$ cat config.mk
export PLATFORM = sky130hd
export DESIGN_NAME = cv32e40x_instr_aligner
export DESIGN_NICKNAME = d
export VERILOG_FILES = /design/src/rtl/cv32e40x_instr_aligner.sv
export SDC_FILE = /design/constraint.sdc
export NUM_CORES = 1
export LEC_CHECK = 0
export CAP_MARGIN = 15
export CORE_UTILIZATION = 56
export DETAILED_ROUTE_END_ITERATION = 12
export GPL_TIMING_DRIVEN = 0
export PLACE_DENSITY = 0.95
export SYNTH_ARGS = -nofsm -noshare
export SYNTH_HDL_FRONTEND = slang
export SYNTH_SLANG_ARGS = --single-unit
$ cat constraint.sdc
create_clock -name clk -period 9.6 [get_ports clk]
set_input_delay 1.92 -clock clk [delete_from_list [all_inputs] [get_ports clk]]
set_output_delay 1.92 -clock clk [all_outputs]
set_load 0.02 [all_outputs]
$ cat src/rtl/cv32e40x_instr_aligner.sv
`default_nettype none
// ============================================================================
//  Module   : cv32e40x_instr_aligner
//  Purpose  : Buffers word-aligned fetch data and emits one 16/32-bit
//             instruction per handshake, with its PC and bus-error flag.
//  Revision : 1.0  initial release
// ============================================================================
module cv32e40x_instr_aligner #(
    parameter int DEPTH = 3
) (
    input  logic        clk,
    input  logic        rst,
    input  logic        fetch_valid_i,
    output logic        fetch_ready_o,
    input  logic [31:0] fetch_rdata_i,
    input  logic        fetch_err_i,
    input  logic        branch_i,
    input  logic [31:0] branch_addr_i,
    output logic        instr_valid_o,
    input  logic        instr_ready_i,
    output logic [31:0] instr_rdata_o,
    output logic [31:0] instr_pc_o,
    output logic        instr_compressed_o,
    output logic        instr_err_o
);

    localparam int PW = (DEPTH > 1) ? $clog2(DEPTH) : 1;
    localparam int CW = $clog2(DEPTH + 1);

    logic [31:0]    data_q [DEPTH];
    logic [DEPTH-1:0] err_q;
    logic [PW-1:0]  rd_ptr_q, rd_ptr_d, wr_ptr_q, wr_ptr_d, nxt_ptr;
    logic [CW-1:0]  count_q, count_d;
    logic           hw_sel_q, hw_sel_d;
    logic [31:0]    pc_q, pc_d;

    logic [31:0]    head, next, rdata;
    logic           head_err, next_err, req, cmp, err;
    logic           push, pop, pop_word;
    logic           unused_addr_bit;

    assign unused_addr_bit = branch_addr_i[0];

    function automatic logic [PW-1:0] ptr_inc(input logic [PW-1:0] p);
        return (p == PW'(DEPTH - 1)) ? '0 : p + 1'b1;
    endfunction

    assign nxt_ptr  = ptr_inc(rd_ptr_q);
    assign head     = data_q[rd_ptr_q];
    assign head_err = err_q[rd_ptr_q];
    assign next     = data_q[nxt_ptr];
    assign next_err = err_q[nxt_ptr];

    always_comb begin
        req   = 1'b0;
        cmp   = 1'b0;
        err   = 1'b0;
        rdata = '0;
        if (!hw_sel_q) begin
            req = (count_q != '0);
            if (head_err) begin
                err = 1'b1;
            end else if (head[1:0] != 2'b11) begin
                cmp   = 1'b1;
                rdata = {16'h0, head[15:0]};
            end else begin
                rdata = head;
            end
        end else if (head_err) begin
            req = (count_q != '0);
            err = 1'b1;
        end else if (head[17:16] != 2'b11) begin
            req   = (count_q != '0);
            cmp   = 1'b1;
            rdata = {16'h0, head[31:16]};
        end else begin
            // Straddling instruction: upper half of head plus lower half of next
            req = (count_q >= CW'(2));
            if (next_err) begin
                err = 1'b1;
            end else begin
                rdata = {next[15:0], head[31:16]};
            end
        end
    end

    assign fetch_ready_o      = (count_q < CW'(DEPTH));
    assign instr_valid_o      = req && !branch_i;
    assign instr_rdata_o      = req ? rdata : 32'h0;
    assign instr_compressed_o = req && cmp;
    assign instr_err_o        = req && err;
    assign instr_pc_o         = pc_q;

    assign push     = fetch_valid_i && fetch_ready_o && !branch_i;
    assign pop      = instr_valid_o && instr_ready_i;
    // A compressed instruction in the low half leaves the word in place
    assign pop_word = pop && (hw_sel_q || !cmp);

    always_comb begin
        rd_ptr_d = rd_ptr_q;
        wr_ptr_d = wr_ptr_q;
        count_d  = count_q;
        hw_sel_d = hw_sel_q;
        pc_d     = pc_q;
        if (branch_i) begin
            rd_ptr_d = '0;
            wr_ptr_d = '0;
            count_d  = '0;
            hw_sel_d = branch_addr_i[1];
            pc_d     = {branch_addr_i[31:1], 1'b0};
        end else begin
            if (push) begin
                wr_ptr_d = ptr_inc(wr_ptr_q);
            end
            if (pop_word) begin
                rd_ptr_d = nxt_ptr;
            end
            count_d = count_q + CW'(push) - CW'(pop_word);
            if (pop) begin
                pc_d     = pc_q + (cmp ? 32'd2 : 32'd4);
                hw_sel_d = hw_sel_q ? !cmp : cmp;
            end
        end
    end

    always_ff @(posedge clk) begin
        if (rst) begin
            rd_ptr_q <= '0;
            wr_ptr_q <= '0;
            count_q  <= '0;
            hw_sel_q <= 1'b0;
            pc_q     <= '0;
        end else begin
            rd_ptr_q <= rd_ptr_d;
            wr_ptr_q <= wr_ptr_d;
            count_q  <= count_d;
            hw_sel_q <= hw_sel_d;
            pc_q     <= pc_d;
        end
    end

    always_ff @(posedge clk) begin
        if (push) begin
            data_q[wr_ptr_q] <= fetch_rdata_i;
            err_q[wr_ptr_q]  <= fetch_err_i;
        end
    end

endmodule
`default_nettype wire

==> flow_summary.toml <==
[status]
outcome = "finished clean"

[global_routing]
antenna_found_initial = 0
grt-ovfl-total = 0
grt_first_pass_wirelength_mm = 37.12
grt_pass1_vias = 6690
grt_max_degree = 19
track_usage_pct = 38.59

[floorplanning]
dieWidth_um = 113.7
row_count = 40
initial_core_util_pct = 57.74
die_h_um = 113.7
ios = 138
die_area_sq_um = 12940
core-area_sq_um = 12110

[power]
power.leakage_nw = 3.023
irDropWorstVdd_v = 0.0001518
powerDensity_nw_per_um2 = 160.4

[timing]
tightest_slew_ns = 1.010
fin_crit_ns = 6.492
finalSetupViolations = 0
tns_ns = 0
hold_viol = 0
max-slew-margin-rel_pct = 31.79
drv_slew = 0
fmax_mhz = 154.0
skew_ns = 0.005874
fin_ws_ns = 3.108
finalCritPeriodShare_pct = 67.63
rsz0062_at_grt = "no"

[cts]
cts_tree = "built"
htreeDepth = 4
hold_buffers = 0
clkTransAtPathRegs_ns = 0.06
clock_sinks = 139
cts.path.max_buffers = 2
cts_root_buf = "clkbuf_16"
postCtsSetupBuffers = 0
clk_latency_ns = 0.43
numCtsBuffers = 17
cts_resized = 0

[placement]
port_buffers = 135
gp_congestion = 0.9233
dp_hpwl_mm = 15.99
placedInstanceArea_sq_um = 8671
dpl_worst_slack_ns = 3.198

[route]
dr_total_vias = 6743
wl_per_cell_um = 23.95
drt-pass1-iter-count = 8
via_per_inst = 6.696
routed_wl_mm = 24.12
postRouteAntennaNets = 0
drt_iter0_markers = 914
drc_errors = 0

[layout]
syn2layout_area_growth_pct = 32.15
nets = 902
multiInputGateArea_sq_um = 2940
seqCellArea_sq_um = 3774
final_area_sq_um = 9241
n_antenna_cell = 0
final_layout_size_suffix_gt1_share_pct = 7.390
nFillCells = 771

[synthesis]
syn_area_per_cell_sq_um = 10.53
synth_edf_count = 99
async_flop_share_pct = 0
synth_fp_nets = 740
yosys_warnings = 0
ys_types = 58
ys.flop_type = "edfxtp_1"
ys_seq_area_share_pct = 53.96
synth.cell_area_sq_um = 6993
synth_cells = 664
ys_seq_elements = 139

[worst_setup_path]
critical_path.most_common_cell = "clkbuf_1"
cp.arrival_ns = 4.57
crit_chain = "clkdlybuf4s50_1, clkbuf_1, clkbuf_1, clkbuf_1, nor2_1, clkdlybuf4s50_1"
cp_max_fo = 10
crit_path_end_kind = "output pin"
critPathKind = "in -> out"
critPathRequiredTime_ns = 7.68
worstSetupStartpointType = "input port"
critPathMaxStageDelay_ns = 0.59
rr_worst_depth = 14
cp_slowest_cell = "clkdlybuf4s50_1"

[worst_hold_path]
worst_hold_path.num_cells = 2
hp-class = "reg -> reg"

[run]
max_cap_viol_count = 0
-- final cells by class --
cell class | instances | share of cell area (%)
plain buffers | 47 | 2.153
clock buffers | 18 | 4.644
clock inverters | 14 | 1.476
inverters | 24 | 0.9748
multi-input cells | 454 | 31.82
flip-flops and latches | 139 | 40.83
well taps | 168 | 2.275
repair buffers | 143 | 15.83
-- critical path, delay by kind of cell --
kind          cells  cell delay, ns
buf+inv           5            2.50
simple gates      1            0.16
-- final timing paths --
check / endpoint / slack [ns] / startpoint
max: instr_valid_o / 3.11 / branch_i
min: instr_pc_o[1] / 0.51 / instr_pc_o[1]
max reg2reg: instr_pc_o[29] / 5.43 / register
min reg2reg: instr_pc_o[1] / 0.51 / instr_pc_o[1]
-- report_power, final --
| group | switching, mW | total, mW | leakage, nW | internal (mW) |
|---|---|---|---|---|
| logic | 0.0858 | 0.159 | 1.53 | 0.0732 |
| registers | 0.0172 | 0.678 | 1.23 | 0.660 |
| clock network | 0.283 | 0.645 | 0.264 | 0.362 |
-- sequential cells by signal (all words and copies together) (netlist names), named ones only --
signal and flops:
count_q 2, data_q 96, err_q 3, hw_sel_q 1, instr_pc_o 31, rd_ptr_q 2
wr_ptr_q 2
-- metrics by stage --
stage,std cells,utilization [%],hold slack (ns),power [mW]
floorplan,664,-,0.4586,0.7589
global placement,967,70.63,0.4662,0.8322
detailed placement,974,71.59,0.5032,0.8415
CTS,1006,76.26,0.5119,1.473
global route,1007,76.30,0.5386,1.514
finish,1007,76.30,0.5144,1.482
-- cells by family (layout without fill, tap and decap cells) --
logic type / Yosys count / in the layout / share of synthesized area (%)
DFF: 139 / 139 / 53.96
and+or+nand+nor: 223 / 223 / 15.42
AOI/OAI and AO/OA: 170 / 170 / 17.45
xor gates and xnor gates: 2 / 2 / 0.2505
other: 1 / 1 / 0.05363
adders and majority gates: 6 / 6 / 1.181
muxes: 52 / 52 / 7.550
buffers and inverters: 71 / 246 / 4.133
-- routing by layer --
layer	GRT usage, %	part of all wire [%]	up-vias
met4	19.82	5.6	0
met5	0	0	-
met3	9.352	11	141
li1	-	-	2845
met1	46.84	36	3172
met2	64.23	47	585
-- synthesized netlist by cell type (all sizes together) (9+ instances only) --
library cell / instances / share of area (%)
a21oi: 54 / 3.9
inv: 24 / 1.3
mux2i: 49 / 7.0
a311oi: 17 / 2.1
dfxtp: 40 / 11
o21ai: 17 / 1.2
nand2: 28 / 1.5
o31ai: 9 / 1.0
o22a: 32 / 4.0
nand3: 15 / 1.1
clkbuf: 36 / 1.9
or3: 11 / 0.98
edfxtp: 99 / 43
nor3: 10 / 0.79
nor2: 105 / 5.6
buf: 11 / 0.91
-- cell usage in the layout (no fill, tap or decap), types with 3 or more instances in the layout --
master and count:
a2111oi_0 6, a21oi_1 54, a221oi_1 3, a311oi_1 17
and3_1 5, and4_1 4, buf_2 9, buf_6 4
buf_8 3, clkbuf_1 37, clkbuf_16 17, clkdlybuf4s50_1 135
clkinvlp_4 4, dfxtp_1 40, edfxtp_1 99, ha_1 5
inv_1 24, inv_6 6, mux2i_1 49, nand2_1 28
nand2b_1 3, nand3_1 15, nand4_1 7, nor2_1 105
nor2b_1 4, nor3_1 8, nor3b_1 5, nor4_1 6
nor4b_1 3, o211ai_1 7, o21a_1 4, o21ai_0 17
o22a_1 32, o31a_1 3, o31ai_1 8, or2_2 3
or3_1 11, or4_1 8
No activity file was read; power rests on OpenSTA's default activity.
